$ cat src/rtl/imem_loader_pkg.sv
// imem_loader shared definitions: FSM state encodings and stream framing constants.
// Optional checksum trailer support is enabled by defining IMEM_LOADER_CHECKSUM_EN.
package imem_loader_pkg;

    localparam int HDR_BYTES      = 2;
    localparam int BYTES_PER_WORD = 4;

    typedef enum logic [2:0] {
        S_LEN_LO = 3'd0,
        S_LEN_HI = 3'd1,
        S_DATA   = 3'd2,
        S_DONE   = 3'd3,
        S_ERROR  = 3'd4
`ifdef IMEM_LOADER_CHECKSUM_EN
        ,
        S_CHECK  = 3'd5
`endif
    } state_t;

    typedef enum logic [1:0] {
        RX_IDLE  = 2'd0,
        RX_START = 2'd1,
        RX_DATA  = 2'd2,
        RX_STOP  = 2'd3
    } rx_state_t;

endpackage

$ cat src/rtl/imem_loader_uart_rx.sv
// 8N1 UART receiver with a 2-flop input synchronizer and start-bit glitch rejection.
// Emits a one-cycle byte_valid or framing_err pulse when the stop bit is sampled.
module uart_rx
    import imem_loader_pkg::*;
#(
    parameter int CLKS_PER_BIT = 434
) (
    input  logic       clk,
    input  logic       reset,
    input  logic       rx,
    output logic       byte_valid,
    output logic [7:0] byte_data,
    output logic       framing_err
);

    localparam int CW = $clog2(CLKS_PER_BIT);
    localparam logic [CW-1:0] FULL = CW'(CLKS_PER_BIT - 1);
    localparam logic [CW-1:0] HALF = CW'(CLKS_PER_BIT / 2 - 1);

    logic            sync1;
    logic            sync2;
    logic            prev;
    rx_state_t       rs;
    logic [CW-1:0]   cnt;
    logic [2:0]      bit_idx;
    logic [7:0]      shreg;

    // Bring the asynchronous line into the clock domain; prev feeds edge detection.
    always_ff @(posedge clk) begin
        if (reset) begin
            sync1 <= 1'b1;
            sync2 <= 1'b1;
            prev  <= 1'b1;
        end else begin
            sync1 <= rx;
            sync2 <= sync1;
            prev  <= sync2;
        end
    end

    // Bit-timing state machine: mid-bit sampling of start, data and stop bits.
    always_ff @(posedge clk) begin
        if (reset) begin
            rs          <= RX_IDLE;
            cnt         <= '0;
            bit_idx     <= '0;
            shreg       <= '0;
            byte_valid  <= 1'b0;
            byte_data   <= '0;
            framing_err <= 1'b0;
        end else begin
            byte_valid  <= 1'b0;
            framing_err <= 1'b0;
            unique case (rs)
                RX_IDLE: begin
                    if (prev && !sync2) begin
                        rs  <= RX_START;
                        cnt <= '0;
                    end
                end
                RX_START: begin
                    if (cnt == HALF) begin
                        cnt <= '0;
                        if (sync2) begin
                            rs <= RX_IDLE;
                        end else begin
                            rs      <= RX_DATA;
                            bit_idx <= '0;
                        end
                    end else begin
                        cnt <= cnt + 1'b1;
                    end
                end
                RX_DATA: begin
                    if (cnt == FULL) begin
                        cnt     <= '0;
                        shreg   <= {sync2, shreg[7:1]};
                        bit_idx <= bit_idx + 1'b1;
                        if (bit_idx == 3'd7) begin
                            rs <= RX_STOP;
                        end
                    end else begin
                        cnt <= cnt + 1'b1;
                    end
                end
                RX_STOP: begin
                    if (cnt == FULL) begin
                        cnt <= '0;
                        rs  <= RX_IDLE;
                        if (sync2) begin
                            byte_valid <= 1'b1;
                            byte_data  <= shreg;
                        end else begin
                            framing_err <= 1'b1;
                        end
                    end else begin
                        cnt <= cnt + 1'b1;
                    end
                end
                default: rs <= RX_IDLE;
            endcase
        end
    end

endmodule

$ cat src/rtl/imem_loader.sv
// Serial boot loader: length-prefixed UART image -> little-endian imem word writes.
// Define IMEM_LOADER_CHECKSUM_EN to require a trailing XOR checksum byte.
module imem_loader
    import imem_loader_pkg::*;
#(
    parameter int CLKS_PER_BIT = 434,
    parameter int ADDR_W       = 8
) (
    input  logic        clk,
    input  logic        reset,
    input  logic        rx,
    output logic        imem_we,
    output logic [31:0] imem_waddr,
    output logic [31:0] imem_wdata,
    output logic        cpu_reset,
    output logic        busy,
    output logic        done,
    output logic        err,
    output logic [15:0] word_count
);

    localparam logic [16:0] CAP = 17'(2 ** ADDR_W);
    localparam logic [1:0]  LAST_BYTE = 2'(BYTES_PER_WORD - 1);

    logic            byte_valid;
    logic [7:0]      byte_data;
    logic            framing_err;
    state_t          state;
    logic [1:0]      byte_cnt;
    logic [31:0]     packer;
    logic [ADDR_W:0] word_idx;
    logic [15:0]     hdr_n;
    logic [31:0]     next_word;
    logic            last_written;
`ifdef IMEM_LOADER_CHECKSUM_EN
    logic [7:0]      chk;
`endif

    uart_rx #(
        .CLKS_PER_BIT(CLKS_PER_BIT)
    ) u_rx (
        .clk(clk),
        .reset(reset),
        .rx(rx),
        .byte_valid(byte_valid),
        .byte_data(byte_data),
        .framing_err(framing_err)
    );

    assign hdr_n        = {byte_data, word_count[7:0]};
    assign next_word    = {byte_data, packer[31:8]};
    assign last_written = imem_we && (16'(word_idx) == word_count);
    assign cpu_reset    = !done;

    // Loader FSM with byte packer, word index and optional running checksum.
    always_ff @(posedge clk) begin
        if (reset) begin
            state      <= S_LEN_LO;
            byte_cnt   <= '0;
            packer     <= '0;
            word_idx   <= '0;
            imem_we    <= 1'b0;
            imem_waddr <= '0;
            imem_wdata <= '0;
            busy       <= 1'b0;
            done       <= 1'b0;
            err        <= 1'b0;
            word_count <= '0;
`ifdef IMEM_LOADER_CHECKSUM_EN
            chk        <= '0;
`endif
        end else begin
            imem_we <= 1'b0;
`ifdef IMEM_LOADER_CHECKSUM_EN
            if (byte_valid && (state == S_LEN_LO || state == S_LEN_HI
                               || state == S_DATA)) begin
                chk <= chk ^ byte_data;
            end
`endif
            unique case (state)
                S_LEN_LO: begin
                    if (framing_err) begin
                        state <= S_ERROR;
                        err   <= 1'b1;
                        busy  <= 1'b0;
                    end else if (byte_valid) begin
                        word_count[7:0] <= byte_data;
                        busy            <= 1'b1;
                        state           <= S_LEN_HI;
                    end
                end
                S_LEN_HI: begin
                    if (framing_err) begin
                        state <= S_ERROR;
                        err   <= 1'b1;
                        busy  <= 1'b0;
                    end else if (byte_valid) begin
                        word_count[15:8] <= byte_data;
                        if ({1'b0, hdr_n} > CAP) begin
                            state <= S_ERROR;
                            err   <= 1'b1;
                            busy  <= 1'b0;
                        end else if (hdr_n == 16'd0) begin
`ifdef IMEM_LOADER_CHECKSUM_EN
                            state <= S_CHECK;
`else
                            state <= S_DONE;
                            done  <= 1'b1;
                            busy  <= 1'b0;
`endif
                        end else begin
                            state <= S_DATA;
                        end
                    end
                end
                S_DATA: begin
                    if (framing_err) begin
                        state <= S_ERROR;
                        err   <= 1'b1;
                        busy  <= 1'b0;
                    end else if (last_written) begin
`ifdef IMEM_LOADER_CHECKSUM_EN
                        state <= S_CHECK;
`else
                        state <= S_DONE;
                        done  <= 1'b1;
                        busy  <= 1'b0;
`endif
                    end else if (byte_valid) begin
                        packer   <= next_word;
                        byte_cnt <= byte_cnt + 1'b1;
                        if (byte_cnt == LAST_BYTE) begin
                            imem_we    <= 1'b1;
                            imem_wdata <= next_word;
                            imem_waddr <= {{(30 - ADDR_W){1'b0}},
                                           word_idx[ADDR_W-1:0], 2'b00};
                            word_idx   <= word_idx + 1'b1;
                        end
                    end
                end
`ifdef IMEM_LOADER_CHECKSUM_EN
                S_CHECK: begin
                    if (framing_err) begin
                        state <= S_ERROR;
                        err   <= 1'b1;
                        busy  <= 1'b0;
                    end else if (byte_valid) begin
                        busy <= 1'b0;
                        if (byte_data == chk) begin
                            state <= S_DONE;
                            done  <= 1'b1;
                        end else begin
                            state <= S_ERROR;
                            err   <= 1'b1;
                        end
                    end
                end
`endif
                S_DONE:  state <= S_DONE;
                S_ERROR: state <= S_ERROR;
                default: state <= S_ERROR;
            endcase
        end
    end

endmodule
$ cat config.mk
export PLATFORM = sky130hd
export DESIGN_NAME = imem_loader
export DESIGN_NICKNAME = d
export VERILOG_FILES = /design/src/rtl/imem_loader_pkg.sv /design/src/rtl/imem_loader_uart_rx.sv /design/src/rtl/imem_loader.sv
export SDC_FILE = /design/constraint.sdc
export NUM_CORES = 1
export LEC_CHECK = 0
export BUFFER_PORTS_ARGS = -buffer_cell sky130_fd_sc_hd__buf_2
export CAP_MARGIN = 5
export CORE_MARGIN = 3
export CORE_UTILIZATION = 50
export CTS_BUF_LIST = sky130_fd_sc_hd__clkbuf_8
export DETAILED_ROUTE_END_ITERATION = 6
export PLACE_DENSITY = 0.71
export SLEW_MARGIN = 20
export SYNTH_ARGS = -nofsm -noshare
export SYNTH_HDL_FRONTEND = slang
export SYNTH_HIERARCHICAL = 1
export SYNTH_SLANG_ARGS = --single-unit
$ cat constraint.sdc
create_clock -name clk -period 2.5 [get_ports clk]
set_input_delay 0.375 -clock clk [delete_from_list [all_inputs] [get_ports clk]]
set_output_delay 0.375 -clock clk [all_outputs]
set_load 0.1 [all_outputs]
# Word-level counts from Yosys, hierarchy flattened
# Index checks and enable logic that the tools add are counted.
[classes]
n_addsub = 4
mux = 48
n_lt_le_gt_ge = 1
eq_ne = 29
n_bitwise = 6
n_reduce_logical = 27
[op_table]
columns = ["operator", "n"]
rows = [
  ["$mux W3", 10],
  ["$mux W9", 3],
  ["$pmux W9 S3", 1],
  ["$mux W1", 22],
  ["$add A9 B1 Y9 const B", 2],
  ["$eq A9 B16 Y1", 1],
  ["$gt A16 B9 Y1 const B", 1],
  ["$logic_not A16 Y1", 1],
  ["$reduce_and A5 Y1", 3],
  ["$ne A2 B1 Y1 const B", 7],
  ["$mux W2", 6],
  ["$ne A2 B2 Y1 const B", 6],
  ["$pmux W3 S4", 1],
  ["$reduce_and A3 Y1", 4],
  ["$reduce_and A4 Y1", 3],
  ["$eq A9 B8 Y1 const B", 1],
  ["$eq A9 B9 Y1 const B", 1],
  ["$pmux W2 S4", 1],
  ["$reduce_and A7 Y1", 1],
  ["$eq A2 B2 Y1 const B", 3],
  ["$eq A3 B2 Y1 const B", 2],
  ["$ne A3 B1 Y1 const B", 2],
  ["$ne A3 B2 Y1 const B", 2],
  ["$not A1 Y1", 6],
  ["other kinds (19)", 25],
]
[word_totals]
in_bits = 3
regBits = 141
wordCells = 137
out_inout_bits = 85

# Depth between registers and ports, before layout
# Gate-level depths: netlist of run 1.
[logic_depth]
word_depth = 6
mapped_depth = 8
mapped_depth_nobuf = 6

# By module
# Netlist of run 1, hierarchy kept.
[by_module_without_submodules]
columns = ["mod", "seq_area_each_um2", "n_inst", "area_per_inst_um2", "cells_per_inst"]
rows = [
  ["imem_loader", 1961.9, 1, 4265.3, 446],
  ["uart_rx", 700.7, 1, 1614.0, 175],
]

# Worst setup path after synthesis of run 1
# OpenSTA, ideal clock, no wires.
[synth_timing]
kind = "register to register"
start = "register imem_we"
end = "register imem_waddr[2]"
t_required_ns = 2.372
stages_incl_launch_ff = 8
setup_time_ns = 0.128
period_less_slack_ns = 2.623
path_buffers = 2
path_slack_ns = -0.123
arrival_ns = 2.496
cell_sequence = "dfxtp_1 > or4b_4 > nor4_1 > a31o_1 > buf_6 > buf_8 > mux2i_1 > nor2_1"
[synth_via]
elab_chain_len = 3
[synth_lines]
columns = ["item", "line_no", "text"]
rows = [
  ["from (decl)", "imem_loader.sv:12", "output logic imem_we,"],
  ["from (signal assigned)", "imem_loader.sv:62", "imem_we <= 1'b0;"],
  ["from (signal assigned)", "imem_loader.sv:73", "imem_we <= 1'b0;"],
  ["from (signal assigned)", "imem_loader.sv:133", "imem_we <= 1'b1;"],
  ["$logic_and A1 B1 Y1", "imem_loader.sv:52", "assign last_written = imem_we && (16'(word_idx) == word_count);"],
  ["$not A1 Y1 (no line)", "n/a", ""],
  ["$reduce_and A5 Y1 (no line)", "n/a", ""],
  ["to (signal assigned)", "imem_loader.sv:135", "imem_waddr <= {{(30 - ADDR_W){1'b0}},"],
  ["to (decl)", "imem_loader.sv:13", "output logic [31:0] imem_waddr,"],
]
# No other way between the ends.
# A chain may end at the register's enable or synchronous reset.

# Worst setup path in the final report of run 1
[layout_timing]
start = "register word_count[11]"
end = "register imem_waddr[5]"
[layout_via]
elab_chain_len = 4
[layout_lines]
columns = ["item", "line_no", "text"]
rows = [
  ["from (decl)", "imem_loader.sv:19", "output logic [15:0] word_count"],
  ["from (signal assigned)", "imem_loader.sv:98", "word_count[15:8] <= byte_data;"],
  ["$eq A9 B16 Y1", "imem_loader.sv:52", ""],
  ["$logic_and A1 B1 Y1", "imem_loader.sv:52", ""],
  ["$not A1 Y1 (no line)", "n/a", ""],
  ["$reduce_and A5 Y1 (no line)", "n/a", ""],
]
# No other way between the ends.

==> reports/qor.log, run 1 <==
INFO  routing        detail-route-antenna-nets=0
INFO  power_and_ir_drop pwr-share-seq=46.6%
INFO  synthesis      synth-compound-area-share=9.044%
INFO  clock_network  numClockSinks=133
INFO  synthesis      cell_type_contributing_the_most_total_cell_area_after_synthesis=sky130_fd_sc_hd__dfxtp_1
INFO  synthesis      dominant_combinational_cell_family_by_area_after_synthesis=simple AND/OR/NAND/NOR gates
INFO  synthesis      synth.mux.area_fraction=15.58%
INFO  routing        first_pass_iters=5
INFO  synthesis      yosysTopAreaCellShare=45.29%
INFO  global_route   antenna_found_initial=0
INFO  global_route   grt_first_pass_wirelength=21.14mm
INFO  sta            timing_worst_slew_pin_value=0.9370ns
INFO  final_layout   area_occupied_by_multi_input_gates=2820um2
INFO  job            max_cap_viol=0
INFO  final_layout   drive_above_1_share=18.93%
INFO  power_and_ir_drop intPower=3521uW
INFO  placement      buffer_ports.inserted=63
INFO  clock_network  cts_root_buf=sky130_fd_sc_hd__clkbuf_8
INFO  sta            finalWorstPathRequiredPeriod=2.395ns
INFO  die            die_height=114.4um
INFO  final_layout   fraction_of_the_core_area_covered_by_cells_at_the_end_of_the_flow=59.91%
INFO  global_route   pin_count_of_the_biggest_net_entering_global_routing=111
INFO  worst_setup_path worstPathMaxFanout=15
INFO  sta            fmax=417.5MHz
INFO  die            design.die.area=13,100um2
INFO  power_and_ir_drop ir_drop_worst_case_vdd=0.6404mV
INFO  worst_setup_path path_depth=6
INFO  power_and_ir_drop power_density=681.3nW/um2
INFO  sta            rsz0062_at_grt=false
INFO  clock_network  cts.hold.buffers_added=0
INFO  global_route   overflow=0
INFO  synthesis      synth_simple_gate_area_share=18.60%
INFO  power_and_ir_drop power.net_switching=1040uW
INFO  die            fp-row-count=38
INFO  synthesis      synth_adder_area_share=1.490%
INFO  die            io_pins=88
INFO  worst_setup_path critPathCaptureType=flip-flop
INFO  worst_setup_path critical-path-max-stage-delay=0.58ns
INFO  worst_setup_path path_delay_family=simple AND/OR/NAND/NOR gates
INFO  sta            summed_negative_setup_slack_over_all_endpoints=0ns
INFO  routing        drt-wirelength-per-cell=15.49um
INFO  synthesis      synth_cell_types=69
INFO  clock_network  postCtsSetupBuffers=0
INFO  global_route   first_global_vias=4,308
INFO  clock_network  clk_pin_slew=0.08ns
INFO  worst_setup_path cp.buffers_inverters=1
INFO  power_and_ir_drop power=4561uW
INFO  worst_setup_path critical_path_required=2.81ns
INFO  final_layout   num-nets-final=689
INFO  die            initial_core_util=52.62%
INFO  synthesis      ys_top_cells_by_area=sky130_fd_sc_hd__dfxtp_1 45%, sky130_fd_sc_hd__mux2i_1 15%, sky130_fd_sc_hd__nor2_1 5.2%
INFO  synthesis      yosysSeqAreaShare=45.29%
INFO  min_path       worst_hold_path.num_cells=2
INFO  worst_setup_path r2r_slack=0.10ns
INFO  die            chipWidth=114.4um
INFO  synthesis      ys_top_cells_by_count=133 x sky130_fd_sc_hd__dfxtp_1, 90 x sky130_fd_sc_hd__mux2i_1, 82 x sky130_fd_sc_hd__nor2_1
INFO  die            core=11,170um2
INFO  sta            finalMaxSlewViolations=0
INFO  sta            post_route_fraction_of_the_period_consumed_by_the_critical_path=95.81%
INFO  synthesis      yosys.cell_count.top_type=sky130_fd_sc_hd__dfxtp_1
INFO  routing        drt-vias-per-instance=5.412
INFO  power_and_ir_drop p_comb_share=5.0%
INFO  synthesis      count_of_flip_flops_with_a_built_in_enable_after_synthesis=0
INFO  final_layout   syn_to_final_growth=13.85%
INFO  clock_network  tritoncts.num_buffers=17
INFO  worst_setup_path critical_path.cell_chain=or4_4 > nor4_1 > a31o_2 > buf_4 > mux2i_1 > nor2_1
INFO  synthesis      async_reset_ff_share=0%
INFO  power_and_ir_drop p_leak=0.003158uW
INFO  sta            finalHoldViolCount=0
INFO  clock_network  clock_insertion_delay_worst_skew=0.43ns
INFO  power_and_ir_drop power.share.switching=22.80%
INFO  routing        detailroute.via_count=4,503
INFO  global_route   grt_use_total=20.01%
INFO  synthesis      synth.avg_cell_area=9.468um2
INFO  clock_network  htree_num_levels=4
INFO  placement      dp_hpwl=8.891mm
INFO  sta            slew_headroom=37.26%
INFO  clock_network  cts-resized-gates=0
INFO  worst_setup_path timing.reg2reg.worst_path_depth=6
INFO  sta            timing.clock.skew=0.01314ns
INFO  synthesis      dominantRegCellSynth=sky130_fd_sc_hd__dfxtp_1
INFO  synthesis      synth_xor_area_share=1.639%
INFO  power_and_ir_drop power_frac_clock=48.4%
INFO  routing        drt_iter0_drc=326
INFO  routing        drt_drc_violations_left=0
INFO  status         status=finished clean
INFO  final_layout   seq_area=2664um2
INFO  clock_network  cts_buffer_depth=2
INFO  final_layout   fillers=953
INFO  final_layout   antennaDiodeCount=0
INFO  worst_setup_path setup.worst_path.class=flip-flop to flip-flop
INFO  synthesis      synth_cells=621
INFO  worst_setup_path critical_path_arrival=2.71ns
INFO  routing        route.final.wire_length=12.89mm
INFO  clock_network  cts_tree=done
INFO  placement      final_wtd_congestion=0.8412
INFO  sta            setup_viol_count_final=0
INFO  worst_setup_path worst_path_max_delay_cell=sky130_fd_sc_hd__or4_4
INFO  synthesis      yosys_register_bits=133
INFO  synthesis      synthesis.yosys.warnings=6
INFO  min_path       hold_path_class=input port to flip-flop
INFO  synthesis      synth_area=5879um2
INFO  worst_setup_path worst_setup_path_start_kind=flip-flop
## power by group through the flow
stage                     Clock (uW)  Combinational (uW)  Sequential, uW
final                           2210                 228            2130
after floorplan                    0                 239            2170
after CTS                       2250                 227            2120
after global routing            2330                 239            2130
after global placement             0                 226            2170
after detailed placement           0                 227            2170
## layout by cell type (no fill, tap or decap), drive strengths merged, types with 3 or more instances in the layout
| master | instances |
|---|---|
| mux2i | 90 |
| a21boi | 3 |
| or4 | 4 |
| nor2 | 82 |
| buf | 81 |
| nor2b | 3 |
| xor2 | 10 |
| nor3b | 3 |
| a211oi | 3 |
| nor4 | 7 |
| nand2 | 59 |
| nand2b | 3 |
| a31oi | 3 |
| o22ai | 4 |
| dfxtp | 133 |
| nand4 | 3 |
| or3 | 4 |
| nor3 | 13 |
| o31ai | 7 |
| a21oi | 26 |
| or2 | 5 |
| nand3 | 21 |
| o21ai | 10 |
| inv | 15 |
| clkinv | 5 |
| conb | 24 |
| clkbuf | 17 |
| bufinv | 7 |
| o21a | 4 |
| ha | 7 |
| o2111ai | 3 |
## worst register-to-register path, cell delays in order (launching register included)
cell	delay (ns)
sky130_fd_sc_hd__dfxtp_1	0.33
sky130_fd_sc_hd__or4_4	0.58
sky130_fd_sc_hd__nor4_1	0.31
sky130_fd_sc_hd__a31o_2	0.47
sky130_fd_sc_hd__buf_4	0.29
sky130_fd_sc_hd__mux2i_1	0.24
sky130_fd_sc_hd__nor2_1	0.05
## through the flow
stage / area (um2) / cells / worst slack, ns / hold WS [ns]
2_1_floorplan: 5967 / 644 / 0.05317 / 0.3895
3_3_place_gp: 6198 / 800 / 0.2635 / 0.3930
3_5_place_dp: 6198 / 800 / 0.1453 / 0.3989
4_1_cts: 6694 / 832 / 0.1150 / 0.1101
5_1_grt: 6694 / 832 / 0.0002707 / 0.1185
6_report: 6694 / 832 / 0.1047 / 0.1266
## cells by family (layout without fill, tap and decap cells)
family                   Yosys count  count (layout)
AO/OA/AOI/OAI                     79              79
flip-flops                       133             133
other                              1              24
buffers and inverters             78             126
adder cells (fa/ha/maj)            7               7
AND/OR/NAND/NOR                  221             221
XOR/XNOR                          11              11
multiplexers                      91              91
## per-layer routing
layer  wire length, um  global-route usage [%]
met5                 0                       0
met4               124                   5.146
met3               650                   5.497
met2              6182                   32.63
met1              5929                   26.25
## registers in the layout (all words and copies together), names as in the netlist, named ones only
name              count
imem_wdata           32
u_rx/rs               1
word_idx              9
u_rx/prev             1
word_count           16
u_rx/sync2            1
byte_cnt              2
packer               24
imem_we               1
imem_waddr            8
done                  1
err                   1
state                 3
u_rx/byte_data        8
u_rx/cnt              9
u_rx/bit_idx          3
u_rx/byte_valid       1
u_rx/sync1            1
u_rx/framing_err      1
u_rx/shreg            8
busy                  1
## worst paths after layout
check,from,end
setup / recovery,word_count[11],imem_waddr[5]
hold reg to reg,u_rx/sync1,u_rx/sync2
setup reg to reg,word_count[11],imem_waddr[5]
hold / removal,rx,u_rx/sync1
## layout make-up
type | count | share of cell area [%]
sequential | 133 | 39.79
inverter | 13 | 0.7290
timing repair buffer | 81 | 7.327
clock inverter | 15 | 3.907
tap | 140 | 2.617
clock buffer | 17 | 3.495
multi-input combinational | 433 | 42.13
Power figures use the tool's default switching activity.
==> run 2, diff against run 1 <==
--- a/config.mk
+++ b/config.mk
@@ -7,11 +7,10 @@
 export LEC_CHECK = 0
 export BUFFER_PORTS_ARGS = -buffer_cell sky130_fd_sc_hd__buf_2
 export CAP_MARGIN = 5
-export CORE_MARGIN = 3
-export CORE_UTILIZATION = 50
+export CORE_UTILIZATION = 59
 export CTS_BUF_LIST = sky130_fd_sc_hd__clkbuf_8
 export DETAILED_ROUTE_END_ITERATION = 6
-export PLACE_DENSITY = 0.71
+export PLACE_DENSITY = 0.82
 export SLEW_MARGIN = 20
 export SYNTH_ARGS = -nofsm -noshare
 export SYNTH_HDL_FRONTEND = slang
==> reports/qor.log, run 2 (synthesis results as in run 1) <==
INFO  status         status=finished clean
INFO  clock_network  numClockSinks=133 [unchanged]
INFO  placement      place_inst=794 [-0.75%]
INFO  worst_setup_path critical-path-max-stage-delay=0.58ns [about the same]
INFO  placement      final_wtd_congestion=0.8930 [+6.2%]
INFO  clock_network  cts.hold.buffers_added=0 [unchanged]
INFO  final_layout   num-nets-final=690 [+0.15%]
INFO  clock_network  cts_tree=done
INFO  worst_setup_path worstReg2RegStart=word_count[11]
INFO  routing        drt-wirelength-per-cell=14.95um [-3.5%]
INFO  worst_setup_path worst_path_max_delay_cell=sky130_fd_sc_hd__or4_4
INFO  clock_network  tritoncts.num_buffers=17 [unchanged]
INFO  final_layout   fillers=792 [-17%]
INFO  final_layout   seq_area=2664um2 [unchanged]
INFO  die            core=9729um2 [-13%]
INFO  die            design.die.area=10,370um2 [-21%]
INFO  min_path       hold_path.startpoint=rx
INFO  final_layout   syn_to_final_growth=11.66%
INFO  power_and_ir_drop ir_drop_worst_case_vdd=0.4867mV [-24%]
INFO  final_layout   biggestRegsByFlops=imem_wdata: 32 flops, packer: 24 flops, word_count: 16 flops
INFO  routing        drt-vias-per-instance=5.521 [+2.0%]
INFO  final_layout   flip_flop_count_of_the_largest_register_after_layout=32 [unchanged]
INFO  power_and_ir_drop p_leak=0.003092uW [-2.1%]
INFO  sta            finalMaxSlewViolations=0 [unchanged]
INFO  power_and_ir_drop power_density=629.9nW/um2 [-7.6%]
INFO  die            initial_core_util=60.43% [+7.8 points]
INFO  die            io_pins=88 [unchanged]
INFO  worst_setup_path critical_path_arrival=2.66ns [-0.05 ns]
INFO  global_route   pin_count_of_the_biggest_net_entering_global_routing=41 [-63%]
INFO  final_layout   fraction_of_the_core_area_covered_by_cells_at_the_end_of_the_flow=67.48% [+7.6 points]
INFO  final_layout   top_register=imem_wdata
INFO  clock_network  clk_pin_slew=0.09ns [about the same]
INFO  die            chipWidth=101.8um [-11%]
INFO  min_path       whs_endpoint=u_rx/sync1
INFO  sta            finalHoldViolCount=0 [unchanged]
INFO  sta            slew_headroom=30.28% [-7.0 points]
INFO  placement      buffer_ports.inserted=63 [unchanged]
INFO  global_route   antenna_found_initial=0 [unchanged]
INFO  clock_network  cts-resized-gates=0 [unchanged]
INFO  final_layout   layout.cells.most_common=sky130_fd_sc_hd__dfxtp_1
INFO  sta            final.hold.worst_slack=0.1254ns [-0.001158 ns]
INFO  final_layout   drive_above_1_share=19.34% [+0.41 points]
INFO  clock_network  clock_insertion_delay_worst_skew=0.44ns [about the same]
INFO  worst_setup_path critical_path_required=2.82ns [about the same]
INFO  clock_network  postCtsSetupBuffers=0 [unchanged]
INFO  die            fp-row-count=36 [-5.3%]
INFO  clock_network  cts_buffer_depth=2 [unchanged]
INFO  sta            summed_negative_setup_slack_over_all_endpoints=0ns [unchanged]
INFO  sta            fmax=426.1MHz [+2.1%]
INFO  worst_setup_path cp.buffers_inverters=1 [unchanged]
INFO  placement      dp_hpwl=8.582mm [-3.5%]
INFO  sta            timing.clock.skew=0.01448ns [+0.001342 ns]
INFO  sta            rsz0062_at_grt=false
INFO  min_path       hold_path_class=input port to flip-flop
INFO  worst_setup_path critical_path.reg2reg.endpoint=imem_wdata[2]
INFO  clock_network  htree_num_levels=4 [unchanged]
INFO  power_and_ir_drop power=4135uW [-9.3%]
INFO  global_route   overflow=0 [unchanged]
INFO  routing        route.final.wire_length=12.35mm [-4.2%]
INFO  global_route   grt_use_total=24.92% [+4.9 points]
INFO  sta            finalWorstPathRequiredPeriod=2.347ns [-0.04816 ns]
INFO  worst_setup_path critical_path.cell_chain=or4_4 > nor4_1 > a31o_2 > buf_12 > mux2i_1 > nor2_1
INFO  clock_network  cts_root_buf=sky130_fd_sc_hd__clkbuf_8
INFO  job            max_cap_viol=0 [unchanged]
INFO  final_layout   final-instance-count-excl-fill=826 [-0.72%]
INFO  routing        detailroute.via_count=4,560 [+1.3%]
INFO  sta            timing_worst_slew_pin_value=1.041ns [+0.1042 ns]
INFO  sta            setup_viol_count_final=0 [unchanged]
INFO  routing        detail-route-antenna-nets=0 [unchanged]
INFO  min_path       worst_hold_path.num_cells=2 [unchanged]
INFO  routing        drt_iter0_drc=191 [-41%]
INFO  worst_setup_path worstPathMaxFanout=25 [+10]
INFO  sta            post_route_fraction_of_the_period_consumed_by_the_critical_path=93.88% [-1.9 points]
INFO  worst_setup_path critPathCaptureType=flip-flop
INFO  final_layout   antennaDiodeCount=0 [unchanged]
INFO  worst_setup_path path_delay_family=simple AND/OR/NAND/NOR gates
INFO  global_route   first_global_vias=4,206 [-2.4%]
INFO  worst_setup_path worst_setup_path_start_kind=flip-flop
INFO  routing        first_pass_iters=4 [-1]
INFO  global_route   grt_first_pass_wirelength=20.14mm [-4.7%]
INFO  final_layout   most-common-layout-cells=132 x sky130_fd_sc_hd__dfxtp_1, 90 x sky130_fd_sc_hd__mux2i_1, 82 x sky130_fd_sc_hd__nor2_1
INFO  worst_setup_path setup.worst_path.class=flip-flop to flip-flop
INFO  routing        drt_drc_violations_left=0 [unchanged]
INFO  worst_setup_path timing.reg2reg.worst_path_depth=6 [unchanged]
INFO  final_layout   area_occupied_by_multi_input_gates=2820um2 [unchanged]
INFO  worst_setup_path r2r_slack=0.15ns [+0.05 ns]
INFO  die            die_height=101.8um [-11%]
[run 2: how the worst max path moves through the flow]
stage,startpoint,depth (start not counted),slack (ns),to
after detailed placement,word_count[11],6,0.24,imem_wdata[11]
after global routing,word_count[15],6,0.02,imem_wdata[23]
after floorplan,word_count[15],7,0.05,imem_waddr[2]
after CTS,word_count[11],6,0.17,imem_wdata[11]
final,word_count[11],6,0.15,imem_wdata[2]
after global placement,word_count[15],6,0.26,imem_waddr[6]
[run 2: cell type report]
cell class | instances | area share (%)
Multi-Input combinational cell | 433 | 42.96
Sequential cell | 133 | 40.58
Timing Repair Buffer | 82 | 7.204
Clock buffer | 17 | 3.564
Tap cell | 133 | 2.535
Clock inverter | 15 | 2.420
Inverter | 13 | 0.7433
[run 2: power breakdown]
part / switching [uW] / leakage (uW) / internal [uW]
clock: 956 / 0.000192 / 832
combinational: 208 / 0.00183 / 14.9
sequential: 5.02 / 0.00107 / 2120
[run 2: layer usage]
metal	up-vias	global-route usage [%]	routed length [um]
li1	2239	-	-
met1	2164	32.52	5653
met2	136	40.90	6002
met3	21	5.335	514
met4	0	9.011	178
met5	-	0	0
[run 2: worst reg2reg max path, stage by stage (launching register included)]
cell and delay [ns]:
sky130_fd_sc_hd__dfxtp_1 0.34, sky130_fd_sc_hd__or4_4 0.58, sky130_fd_sc_hd__nor4_1 0.34, sky130_fd_sc_hd__a31o_2 0.43, sky130_fd_sc_hd__buf_12 0.26, sky130_fd_sc_hd__mux2i_1 0.23, sky130_fd_sc_hd__nor2_1 0.05
[run 2: per-stage QoR]
step | instance area (um2) | setup WS [ns]
global route | 6565 | 0.02385
CTS | 6565 | 0.1660
floorplan | 5967 | 0.05317
global placement | 6172 | 0.2581
detailed placement | 6172 | 0.2372
finish | 6565 | 0.1529
